File: config.mk
export PLATFORM = sky130hd
export DESIGN_NAME = xy_input_unit
export DESIGN_NICKNAME = d
export VERILOG_FILES = /design/src/rtl/xy_input_unit.sv
export SDC_FILE = /design/constraint.sdc
export NUM_CORES = 1
export LEC_CHECK = 0
export CORE_MARGIN = 8
export CORE_UTILIZATION = 58
export CTS_BUF_LIST = sky130_fd_sc_hd__clkbuf_2
export CTS_CLUSTER_DIAMETER = 200
export DETAILED_ROUTE_END_ITERATION = 10
export DONT_BUFFER_PORTS = 1
export PLACE_DENSITY_LB_ADDON = 0.2
export SYNTH_ARGS = -nofsm -noshare
export SYNTH_HDL_FRONTEND = slang
export SYNTH_SLANG_ARGS = --single-unit
File: constraint.sdc
create_clock -name clk_i -period 3.7 [get_ports clk_i]
set_input_delay 0 -clock clk_i [delete_from_list [all_inputs] [get_ports clk_i]]
set_output_delay 0 -clock clk_i [all_outputs]
set_load 0.005 [all_outputs]
File: src/rtl/xy_input_unit.sv
// Mesh switch input port: a small flit FIFO whose head address feeds the XY
// router, plus a wormhole controller that pins the router's port choice for
// the whole packet and streams flits to the crossbar with valid/ready.
//
// state     | meaning
// ----------+-------------------------------------------------------------
// ST_IDLE   | no packet open; waiting for a HEAD/HEAD_TAIL at FIFO head
// ST_ACTIVE | route latched; forwarding flits until TAIL/HEAD_TAIL leaves

module xy_input_unit #(
  parameter int BUFFER_DEPTH_W    = 2,
  parameter int FLIT_ID_W         = 2,
  parameter int FLIT_DATA_W       = 8,
  parameter int PACKET_ADDR_COL_W = 4,
  parameter int PACKET_ADDR_ROW_W = 4,
  parameter int OUTPUT_N_W        = 3
) (
  input  logic                              clk_i,
  input  logic                              rst_ni,
  input  logic [FLIT_ID_W+FLIT_DATA_W-1:0]  data_i,
  input  logic                              wr_en_i,
  output logic                              full_o,
  output logic [PACKET_ADDR_COL_W-1:0]      col_addr_o,
  output logic [PACKET_ADDR_ROW_W-1:0]      row_addr_o,
  input  logic [OUTPUT_N_W-1:0]             out_chan_sel_i,
  output logic [OUTPUT_N_W-1:0]             out_chan_sel_o,
  output logic [FLIT_ID_W+FLIT_DATA_W-1:0]  data_o,
  output logic                              valid_o,
  input  logic                              ready_i,
  output logic                              err_o
);

  localparam int DEPTH  = 1 << BUFFER_DEPTH_W;
  localparam int FLIT_W = FLIT_ID_W + FLIT_DATA_W;
  localparam int AW     = BUFFER_DEPTH_W;

  localparam logic [FLIT_ID_W-1:0] ID_BODY      = FLIT_ID_W'(2'b00);
  localparam logic [FLIT_ID_W-1:0] ID_TAIL      = FLIT_ID_W'(2'b01);
  localparam logic [FLIT_ID_W-1:0] ID_HEAD      = FLIT_ID_W'(2'b10);
  localparam logic [FLIT_ID_W-1:0] ID_HEAD_TAIL = FLIT_ID_W'(2'b11);

  typedef enum logic {
    ST_IDLE   = 1'b0,
    ST_ACTIVE = 1'b1
  } state_t;

  logic [FLIT_W-1:0]     mem [DEPTH];
  logic [AW:0]           wr_ptr_q;
  logic [AW:0]           rd_ptr_q;
  logic                  empty;
  logic                  full;
  logic                  push;
  logic                  pop;
  logic [FLIT_W-1:0]     head;
  logic [FLIT_ID_W-1:0]  head_id;
  logic                  head_opens;
  logic                  head_closes;

  state_t                state_q;
  state_t                state_d;
  logic [OUTPUT_N_W-1:0] route_q;
  logic [OUTPUT_N_W-1:0] route_d;
  logic                  err_q;
  logic                  err_d;
  logic                  valid;

  // Extra pointer MSB distinguishes full from empty when the indices match.
  assign empty = (wr_ptr_q == rd_ptr_q);
  assign full  = (wr_ptr_q[AW] != rd_ptr_q[AW]) &&
                 (wr_ptr_q[AW-1:0] == rd_ptr_q[AW-1:0]);

  // A write while full is dropped even if the head leaves on the same edge.
  assign push = wr_en_i && !full;

  assign head        = mem[rd_ptr_q[AW-1:0]];
  assign head_id     = head[FLIT_W-1 -: FLIT_ID_W];
  assign head_opens  = (head_id == ID_HEAD) || (head_id == ID_HEAD_TAIL);
  assign head_closes = (head_id == ID_TAIL) || (head_id == ID_HEAD_TAIL);

  // Flit storage; contents are don't-care while empty so no reset is needed.
  always_ff @(posedge clk_i) begin
    if (push) begin
      mem[wr_ptr_q[AW-1:0]] <= data_i;
    end
  end

  // FIFO pointers, wrapping modulo twice the depth.
  always_ff @(posedge clk_i or negedge rst_ni) begin
    if (!rst_ni) begin
      wr_ptr_q <= '0;
      rd_ptr_q <= '0;
    end else begin
      if (push) begin
        wr_ptr_q <= wr_ptr_q + 1'b1;
      end
      if (pop) begin
        rd_ptr_q <= rd_ptr_q + 1'b1;
      end
    end
  end

  // Controller state, held route and the registered error pulse.
  always_ff @(posedge clk_i or negedge rst_ni) begin
    if (!rst_ni) begin
      state_q <= ST_IDLE;
      route_q <= '0;
      err_q   <= 1'b0;
    end else begin
      state_q <= state_d;
      route_q <= route_d;
      err_q   <= err_d;
    end
  end

  // Next-state, route capture, pop and valid decisions.
  always_comb begin
    state_d = state_q;
    route_d = route_q;
    err_d   = 1'b0;
    pop     = 1'b0;
    valid   = 1'b0;
    unique case (state_q)
      ST_IDLE: begin
        if (!empty) begin
          if (head_opens) begin
            route_d = out_chan_sel_i;
            state_d = ST_ACTIVE;
          end else begin
            // Orphan BODY/TAIL with no open packet: discard and flag it.
            pop   = 1'b1;
            err_d = 1'b1;
          end
        end
      end
      ST_ACTIVE: begin
        valid = !empty;
        if (valid && ready_i) begin
          pop = 1'b1;
          if (head_closes) begin
            state_d = ST_IDLE;
          end
        end
      end
      default: begin
        state_d = ST_IDLE;
      end
    endcase
  end

  assign full_o         = full;
  assign col_addr_o     = head[PACKET_ADDR_COL_W-1:0];
  assign row_addr_o     = head[PACKET_ADDR_COL_W+PACKET_ADDR_ROW_W-1:PACKET_ADDR_COL_W];
  assign out_chan_sel_o = route_q;
  assign data_o         = head;
  assign valid_o        = valid;
  assign err_o          = err_q;

endmodule
After elaboration in Yosys (flattened, before gate mapping) --
Memory sizes are Yosys's and may differ from the RTL's. Cells that the tools add are included.
Storage, ports and cells: register bits after elaboration 11, RAM bits 40, bits of input ports 17, output and inout port bits 24, word-level logic and storage cells 37, memories 1
Memory list:
- mem | depth 4, bits a word 10, rd ports 1, clocked after Yosys merged registers in 0, wr ports 1, RTL line 47 | logic [FLIT_W-1:0] mem [DEPTH];
Operators by class: add/subtract/negate cells 2, eq/ne operators 6, mux-type cells 13, bitwise operators 2, reductions and logical operators 8
Operator list (count):
- 2-to-1 mux 1 bit | 11
- adder 3 x 1 -> 3 bit (second input constant) | 2
- == test 2 bit (second input constant) | 2
- case mux 1 bit (2 select lines) | 2
- == test 3 bit | 1
- logical AND 1 bit | 3
- AND reduction 3 bit | 1
- == test 2 x 1 -> 1 bit (second input constant) | 1
- == test 2 bit | 1
- zero test 1 bit | 2
- logical OR 1 bit | 2
- NOT 1 bit | 2
- inequality test 1 bit | 1

Logic depth before layout (Yosys ltp) --
Gate-level depths: netlist of the first run.
word-level depth 6, gate-level depth with buffers 5, mapped depth without buffers 4

Worst setup path before layout of the first run --
Ideal clock, no wire load.
path kind register -> register, from register rd_ptr_q[0], to memory mem[3][0] in the netlist's numbering (enable), setup time 0.351 ns, arrival time 1.345 ns, required time 3.349 ns, slack 2.004 ns, cell stages (with the launch flop) 5, path buffers 1, clock period less this slack 1.696 ns, path through dfrtp_1 > buf_2 > xnor2_2 > a31oi_2 > and2_1
Between the ends: word-level cells in the longest chain between the ends 6
Ends and longest elaborated chain:
- from (decl) | RTL line 49 | logic [AW:0] rd_ptr_q;
- from (signal assigned) | RTL line 97 | rd_ptr_q <= rd_ptr_q + 1'b1;
- == test 2 bit | RTL line 70 | (wr_ptr_q[AW-1:0] == rd_ptr_q[AW-1:0]);
- logical AND 1 bit | RTL line 69 | assign full = (wr_ptr_q[AW] != rd_ptr_q[AW]) &&
- zero test 1 bit | RTL line 73 | assign push = wr_en_i && !full;
- logical AND 1 bit | RTL line 73
- 2-to-1 mux 1 bit | RTL line 82 | if (push) begin
- 2-to-1 mux 1 bit (implied by the code) | RTL line 83 | mem[wr_ptr_q[AW-1:0]] <= data_i;
- to (decl) | RTL line 47
Every way passes these cells.

Worst setup path in the final report of the first run --
from register rd_ptr_q[0], to memory mem[1][4] in the netlist's numbering (enable)
The elaborated chain is that of the path after synthesis.

==> impl_metrics.ini, run 1 <==
[layout]
layout.nets = 156
drive_above_1_share_pct = 20.00
syn_to_final_growth_pct = 9.286
n_antenna_cell = 0

[placement]
place_congestion = 0.7303
hpwl_um = 2371
portBuffers = 0
place_ws_ns = 1.313

[synthesis]
yosys.cell_count.top_type = edfxtp_1
synth_area_leader_cell = edfxtp_1
yosys.area.top_type_share_pct = 55.72
synth-compound-area-share_pct = 2.786
yosysWarnings = 0
synth-async-reset-ratio_pct = 21.57
synth_simple_gate_area_share_pct = 4.121
mappedNetlistNets = 143
synthAdderAreaFrac_pct = 2.902
syn_area_per_cell_um2 = 17.82
yosys_register_bits = 51
ys.flop_type = edfxtp_1
synth_edf_count = 40
synth_cells = 121
synth_top_family_by_area = multiplexers
synth_area_leaders = edfxtp_1, dfrtp_1, mux4_2, ha_1, buf_4
synthXorXnorAreaFrac_pct = 2.786
ys_types = 27
netlist_area_um2 = 2156
synth_seq_area_share_pct = 68.49
synthMuxAreaShare_pct = 14.57
synthTopCellsByCount = edfxtp_1, dfrtp_1, mux4_2, buf_4

[sta]
final.setup_skew_ns = 0.01708
max_slew_margin_pct = 43.27
finalSetupViolations = 0
rsz0062_at_grt = false
slew_violations = 0
layout_setup_ws_ns = 1.290
period_needed_ns = 2.410
fmax_mhz = 414.9
hold_violations = 0
max_slew.worst_pin.slew_ns = 0.8510
tns_ns = 0
post-route-period-util_pct = 65.14

[grt]
grt_overflow = 0
grt_pass1_vias = 1123
grtUsageTotal_pct = 12.29
grt_pass1_wl_um = 5623
grt_max_degree = 17
grt_antenna_before_repair = 0

[worst_hold_path]
worstHoldStart = out_chan_sel_i[1]
holdPathEnd = out_chan_sel_o[1]$_DFFE_PN0P_
hold_depth = 2
min_path_type = input pin to flop

[routing]
drtIter0Drc = 43
routed_wirelength_um = 3500
drc = 0
wl_per_cell_um = 19.13
antenna_left = 0
via_per_inst = 5.650
drtPass1Iterations = 5
num_vias = 1034

[power]
ir_worst_vdd_v = 0.0004034
comb_power_share_pct = 36.7
p_int_mw = 1.160
switchingPower_mw = 0.6597
switching_share_pct = 36.25
p_leak_nw = 0.8471
p_seq_share_pct = 51.6
power_frac_clock_pct = 11.7
powerDensity_nw_per_um2 = 772.5

[die]
initial_core_util_pct = 59.78
fp.dieH_um = 76.97
num_rows = 22
dieArea_um2 = 5924
die_w_um = 76.97
ioPinCount = 41
core_um2 = 3606

[clock_network]
clk_pin_slew_worst_paths_ns = 0.24
worstSkewPairLatency_ns = 0.41
clock-sinks = 51
numCtsBuffers = 5
clk_path_buf_depth = 2
root_buffer = clkbuf_2
htreeDepth = 2
tritoncts = built
postCtsSetupRepairBufs = 0

[worst_setup_path]
arrival_ns = 2.48
r2r_setup_slack_ns = 1.29
worst_r2r_startpoint = rd_ptr_q[0]$_DFFE_PN0P_
reg2reg_depth = 3
start_kind = flop
r2r-end = mem[1][4]$_DFFE_PP_
critPathCaptureType = flop
crit_required_ns = 3.77
crit_fanout = 16
criticalPathCategory = flop to flop

[flow_run]
maxCapViolCount = 0

[run_status]
status = finished, final reports clean
state kept, by name (all words and copies together) (netlist names):
| register | count |
|---|---|
| state_q | 1 |
| err_o | 1 |
| mem | 40 |
| out_chan_sel_o | 3 |
| wr_ptr_q | 3 |
| rd_ptr_q | 3 |
layout by cell type, fill, tap and decap left out, drive strengths merged:
master,netlist,routed
a21oi,2,2
a221oi,1,1
a31oi,3,3
and2,4,4
and3,1,1
clkbuf,0,5
clkinv,0,2
clkinvlp,0,1
dfrtp,11,11
dlygate4sd3,0,17
edfxtp,40,40
ha,5,5
inv,5,5
mux2,8,8
mux2i,1,1
mux4,9,9
nand2,5,5
nand3,2,2
nor2,3,3
nor2b,2,2
o21ai,2,2
xnor2,5,5
xor2,1,1
per-layer routing:
metal,share of wire [%],routed length (um),GRT usage (%)
met1,40,1406,13.06
met2,50,1734,20.31
met3,9.7,341,6.993
met4,0.49,17,3.462
met5,0,0,0
worst max-delay path, stage by stage, from the launching register on:
cell and delay, ns:
dfrtp_1 0.95, xnor2_2 0.21, a31oi_2 0.36, and2_1 0.54
cells by family after synthesis:
kind of cell,count (synthesis)
DFF,51
AOI/OAI and AO/OA,8
buffers and inverters,16
and+or+nand+nor,17
xor gates and xnor gates,6
muxes,18
adders and majority gates,5
worst max-delay path by stage:
stage,start,to,slack (ns),depth (start not counted)
final,rd_ptr_q[0]$_DFFE_PN0P_,mem[1][4]$_DFFE_PP_,1.29,3
after floorplan,rd_ptr_q[0]$_DFFE_PN0P_,mem[3][0]$_DFFE_PP_,2.00,4
after CTS,rd_ptr_q[0]$_DFFE_PN0P_,mem[1][5]$_DFFE_PP_,1.26,3
after global routing,rd_ptr_q[0]$_DFFE_PN0P_,mem[1][5]$_DFFE_PP_,1.11,3
after detailed placement,rd_ptr_q[0]$_DFFE_PN0P_,mem[1][5]$_DFFE_PP_,1.31,3
after global placement,rd_ptr_q[0]$_DFFE_PN0P_,mem[3][6]$_DFFE_PP_,1.37,3
layout make-up:
cell class / instances / area (um2)
fillers: 250 / 1250
multi-input cells: 54 / 585.6
clock buffers: 5 / 25.02
clock inverters: 3 / 20.02
repair buffers: 17 / 170.2
flip-flops and latches: 51 / 1476
inverters: 5 / 18.77
well taps: 48 / 60.06
what timing repair did:
action                    4_1_cts  5_1_grt
gates resized for setup         0        0
hold endpoints to repair       58        0
hold buffers                   17        0
per-stage QoR:
step / cells / power, mW / instance area (um2) / util (%) / hold WS [ns]
detailed placement: 158 / 1.611 / 2141 / 59.37 / -0.2954
floorplan: 121 / 1.541 / 2156 / - / -0.2956
global route: 183 / 1.937 / 2356 / 65.34 / 0.2198
CTS: 183 / 1.841 / 2356 / 65.34 / 0.2316
global placement: 158 / 1.579 / 2141 / 59.37 / -0.2953
finish: 183 / 1.820 / 2356 / 65.34 / 0.2563
power by group through the flow:
stage          combinational, mW  clock [mW]  sequential (mW)
6_report                   0.668       0.214            0.938
3_5_place_dp               0.654           0            0.957
2_1_floorplan              0.674           0            0.867
3_3_place_gp               0.630           0            0.948
5_1_grt                    0.735       0.240            0.962
4_1_cts                    0.678       0.220            0.942
Note: power is estimated with default switching activity, not from simulation.
==> run 2: changes to the inputs <==
ABC_AREA = 1   (was unset)
clock period = 2.05 ns   (was 3.7 ns; I/O delays follow)
==> run 2 against run 1 <==
Against the previous run: sequential power grew 64%; synthesized cell count grew 57%; clock-buffer cell count grew 2; total power grew 91%; synthesized area grew 1.9%; register-to-register slack lost 1.2 ns; critical path depth grew 3; maximum frequency grew 22%; highest routed layer unchanged.
==> impl_metrics.ini, run 2 <==
[layout]
multi_input_area_um2 = 560.5
final_common_cell = edfxtp_1
syn_to_final_growth_pct = 12.98
layout.cells.non_filler = 260
mostFrequentLayoutCells = edfxtp_1, nand2_1, nor2_1
fin_area_um2 = 2482
largest_register_ffs = 40
layout.nets = 233
fin_util_pct = 67.81
nFillCells = 280
drive_above_1_share_pct = 14.15
n_antenna_cell = 0
seq_area_um2 = 1476

[placement]
portBuffers = 0
place_ws_ns = 0.09849
placement.cell_area_um2 = 2211
place_congestion = 0.7703
hpwl_um = 3085
dp_cells = 231

[worst_hold_path]
min_path_type = input pin to flop
worstHoldStart = out_chan_sel_i[1]
hold_depth = 3
holdPathEnd = out_chan_sel_o[1]$_DFFE_PN0P_

[power]
p_leak_nw = 1.014
finalPower_mw = 3.482
powerDensity_nw_per_um2 = 1403
ir_worst_vdd_v = 0.0007863

[die]
initial_core_util_pct = 60.01
core_um2 = 3661
ioPinCount = 41
dieArea_um2 = 6013
num_rows = 22
die_w_um = 77.55
fp.dieH_um = 77.55

[routing]
drtIter0Drc = 131
via_per_inst = 5.381
routed_wirelength_um = 4321
wl_per_cell_um = 16.62
num_vias = 1399
drc = 0
antenna_left = 0
drtPass1Iterations = 4

[worst_setup_path]
worst_r2r_startpoint = wr_ptr_q[1]$_DFFE_PN0P_
crit_slowest_cell = nor2_1
crit_fanout = 10
crit_top_cell = nand2_1
arrival_ns = 2.04
reg2reg_depth = 6
r2r_setup_slack_ns = 0.08
criticalPathCategory = flop to flop
cp_slowest_stage_delay_ns = 0.68
crit_required_ns = 2.12
critPathCaptureType = flop
r2r-end = mem[2][8]$_DFFE_PP_
start_kind = flop
crit_chain = inv_1, nand2_1, nand2_1, nand4_2, nand2_2, nor2_1

[synthesis]
yosys_register_bits = 51
ys.flop_type = edfxtp_1
netlist_area_um2 = 2197
syn_area_per_cell_um2 = 11.56
synthTopCellsByCount = edfxtp_1, nand2_1, nor2_1, o21ai_0, inv_1
synth_edf_count = 40
yosysWarnings = 0
yosys.area.top_type_share_pct = 54.67
synth_area_leaders = edfxtp_1, dfrtp_1, nand2_1, o21ai_0, nor2_1
mappedNetlistNets = 212
synth_cells = 190
synth_seq_area_share_pct = 67.20
synth-async-reset-ratio_pct = 21.57
yosys.cell_count.top_type = edfxtp_1
synth_area_leader_cell = edfxtp_1
ys_types = 19

[sta]
layout_setup_ws_ns = 0.07640
fmax_mhz = 506.7
period_needed_ns = 1.974
max_slew.worst_pin.slew_ns = 0.8785
rsz0062_at_grt = true
finalSetupViolations = 0
slew_violations = 0
timing.hold.ws_ns = 0.2317
max_slew_margin_pct = 41.21
final.setup_skew_ns = 0.01977
hold_violations = 0
tns_ns = 0
post-route-period-util_pct = 96.27

[grt]
grt_pass1_vias = 1454
grt_overflow = 0
grt_max_degree = 24
grt_pass1_wl_um = 7265
grt_antenna_before_repair = 0
grtUsageTotal_pct = 15.22

[clock_network]
root_buffer = clkbuf_2
clock-sinks = 51
tritoncts = built
worstSkewPairLatency_ns = 0.42
numCtsBuffers = 5
htreeDepth = 2
clk_path_buf_depth = 2
clk_pin_slew_worst_paths_ns = 0.23

[run_status]
status = finished, final reports clean

[flow_run]
maxCapViolCount = 0
run 2: cell types whose count changed after synthesis, moves of 6 or more:
cell	previous run	this run
o22ai_1	0	9
nor2_1	3	22
o21ai_0	1	17
nand2_1	5	36
nand3_1	1	7
mux4_2	9	0
inv_1	5	15
run 2: worst max-delay path: cells and delay by family, from the launching register on:
family / cells / cell delay [ns]
simple gates: 5 / 1.06
buf+inv: 1 / 0.10
flops: 1 / 0.47
run 2: how the worst max path moves through the flow:
| stage | startpoint | slack [ns] | end | cells past startpoint |
|---|---|---|---|---|
| finish | wr_ptr_q[1]$_DFFE_PN0P_ | 0.08 | mem[2][8]$_DFFE_PP_ | 6 |
| global route | wr_ptr_q[1]$_DFFE_PN0P_ | -0.01 | mem[2][9]$_DFFE_PP_ | 6 |
| CTS | rd_ptr_q[0]$_DFFE_PN0P_ | 0.04 | data_o[4] | 5 |
| detailed placement | wr_ptr_q[1]$_DFFE_PN0P_ | 0.1 | mem[3][2]$_DFFE_PP_ | 6 |
| global placement | wr_ptr_q[1]$_DFFE_PN0P_ | 0.18 | mem[3][7]$_DFFE_PP_ | 6 |
| floorplan | wr_ptr_q[1]$_DFFE_PN0P_ | 0.39 | mem[0][0]$_DFFE_PP_ | 6 |
run 2: repair_timing:
action,CTS,global route
buffers inserted,0,4
hold buffers,17,0
hold endpoints to repair,61,0
gates resized for setup,0,2
setup endpoints to repair,0,27
run 2: power breakdown:
part / switching, mW / internal [mW]
Sequential: 0.137 / 1.41
Combinational: 0.933 / 0.496
Clock: 0.292 / 0.217
run 2: final cells by class:
cell class              count  share of cell area [%]
clock buffers               7                   1.411
clock inverters             1                   1.210
inverters                  17                   2.722
multi-input cells         108                   22.58
flip-flops and latches     51                   59.48
well taps                  48                   2.419
repair buffers             28                   10.18
run 2: kinds of logic (layout without fill, tap and decap cells):
family          Yosys count  count (layout)  synth area share, %
simple gates             72              72                14.46
flops                    51              51                67.20
buf+inv                  31              53                7.403
compound gates           28              28                6.890
fa+ha+maj                 5               5                2.847
xor+xnor                  3               3                1.196
run 2: routing by layer:
metal | track usage (%) | part of all wire [%]
met1 | 16.92 | 39
met2 | 26.79 | 54
met3 | 4.954 | 6.4
met4 | 5.094 | 1.5
met5 | 0 | 0
==> run 3: changes to the inputs <==
ABC_AREA = unset   (was 1)
RECOVER_POWER = 25   (was unset)
==> run 3 against run 2 <==
Against the previous run: total power down 1.8%; worst setup slack better by 0.11 ns; wire length down 16%; die area down 1.5%; global-route usage down 1.9 points; sequential power up 3%; critical path depth down 3; clock skew up 0.0024 ns; via count down 25%; critical path type is now flop to output port.
==> impl_metrics.ini, run 3 (same netlist as run 1, synthesis figures left out) <==
[die]
num_rows = 22
dieArea_um2 = 5924
ioPinCount = 41
die_w_um = 76.97
initial_core_util_pct = 59.78
fp.dieH_um = 76.97
core_um2 = 3606

[layout]
final_common_cell = edfxtp_1
fin_util_pct = 67.77
layout.nets = 166
drive_above_1_share_pct = 25.52
n_antenna_cell = 0
layout.cells.non_filler = 193
largest_register_ffs = 40
mostFrequentLayoutCells = edfxtp_1, dlygate4sd3_1, dfrtp_1
syn_to_final_growth_pct = 13.35

[worst_setup_path]
cp_slowest_stage_delay_ns = 0.57
critPathCaptureType = output port
reg2reg_depth = 4
crit_slowest_cell = mux4_2
arrival_ns = 1.86
crit_top_cell = buf_4
crit_chain = buf_4, buf_4, mux4_2
r2r_setup_slack_ns = 0.25
r2r-end = out_chan_sel_o[1]$_DFFE_PN0P_
crit_required_ns = 2.05
start_kind = flop
criticalPathCategory = flop to output port
crit_fanout = 10
worst_r2r_startpoint = rd_ptr_q[1]$_DFFE_PN0P_

[routing]
num_vias = 1051
routed_wirelength_um = 3642
drtPass1Iterations = 4
drtIter0Drc = 29
via_per_inst = 5.446
drc = 0
antenna_left = 0
wl_per_cell_um = 18.87

[sta]
slew_violations = 0
period_needed_ns = 1.862
tns_ns = 0
max_slew_margin_pct = 64.55
fmax_mhz = 537.0
rsz0062_at_grt = false
max_slew.worst_pin.slew_ns = 0.5300
finalSetupViolations = 0
final.setup_skew_ns = 0.02219
post-route-period-util_pct = 90.84
hold_violations = 0

[run_status]
status = finished, final reports clean

[placement]
portBuffers = 0
place_congestion = 0.7242
hpwl_um = 2620
dp_cells = 168

[power]
p_int_mw = 2.202
powerDensity_nw_per_um2 = 1399
comb_power_share_pct = 42.3
switching_share_pct = 35.57
power_frac_clock_pct = 11.5
switchingPower_mw = 1.216
ir_worst_vdd_v = 0.0006751
p_leak_nw = 0.9011
p_seq_share_pct = 46.2

[clock_network]
clk_path_buf_depth = 2
htreeDepth = 2
root_buffer = clkbuf_2
clk_pin_slew_worst_paths_ns = 0.25
numCtsBuffers = 5
clock-sinks = 51
worstSkewPairLatency_ns = 0.44
cts_resized = 0
tritoncts = built

[worst_hold_path]
holdPathEnd = out_chan_sel_o[2]$_DFFE_PN0P_
min_path_type = input pin to flop
hold_depth = 2
worstHoldStart = out_chan_sel_i[2]

[grt]
grt_max_degree = 17
grt_overflow = 0
grt_pass1_vias = 1126
grt_antenna_before_repair = 0
grt_pass1_wl_um = 5906
grtUsageTotal_pct = 13.27

[flow_run]
maxCapViolCount = 0
run 3: cell count changes in the layout (fill, tap and decap cells not counted), moves of 9 or more:
cell     before  now
mux4_2        0    9
inv_1        14    5
o21ai_0      17    1
nand2_1      36    5
o22ai_1       9    0
nor2_1       21    3
run 3: power groups by stage:
stage	Combinational [mW]	Clock [mW]	Sequential (mW)
floorplan	1.22	0	1.56
finish	1.45	0.392	1.58
global placement	1.40	0	1.59
detailed placement	1.44	0	1.61
CTS	1.49	0.404	1.59
global route	1.61	0.432	1.61
run 3: worst max path at each step:
stage / startpoint / endpoint / slack [ns]
global route: rd_ptr_q[0]$_DFFE_PN0P_ / col_addr_o[3] / 0.07
floorplan: rd_ptr_q[0]$_DFFE_PN0P_ / mem[3][0]$_DFFE_PP_ / 0.35
detailed placement: rd_ptr_q[1]$_DFFE_PN0P_ / out_chan_sel_o[1]$_DFFE_PN0P_ / 0.28
finish: rd_ptr_q[0]$_DFFE_PN0P_ / col_addr_o[3] / 0.19
CTS: rd_ptr_q[0]$_DFFE_PN0P_ / col_addr_o[3] / 0.14
global placement: rd_ptr_q[1]$_DFFE_PN0P_ / out_chan_sel_o[0]$_DFFE_PN0P_ / 0.38
run 3: repair_timing:
item,CTS,global route
hold buffers,17,0
endpoints found under the hold margin,58,0
buffers inserted,0,0
run 3: final cells by class:
type	instances	area (um2)
flip-flops and latches	51	1476
fillers	245	1162
clock buffers	5	25.02
inverters	5	18.77
clock inverters	3	20.02
repair buffers	27	257.7
well taps	48	60.06
multi-input cells	54	585.6
run 3: metal layers:
| metal | wire (um) | track usage [%] | vias up |
|---|---|---|---|
| met3 | 274 | 5.594 | 7 |
| met1 | 1482 | 13.98 | 522 |
| met2 | 1824 | 22.34 | 28 |
| li1 | - | - | 494 |
| met4 | 61 | 6.346 | 0 |
| met5 | 0 | 0 | - |
run 3: worst max-delay path, delay by kind of cell, from the launching register on:
| kind | cells | cell delay [ns] |
|---|---|---|
| flops | 1 | 0.44 |
| mux | 1 | 0.57 |
| buf+inv | 2 | 0.43 |
run 3: per-stage QoR:
stage                     hold slack [ns]  worst slack [ns]  power [mW]  area (um2)
after CTS                          0.2203            0.1444       3.478        2444
after global routing               0.2101           0.06528       3.659        2444
final                              0.2319            0.1877       3.419        2444
after floorplan                   -0.2956            0.3543       2.782        2156
after global placement            -0.2953            0.3788       2.988        2228
after detailed placement          -0.2953            0.2752       3.055        2228
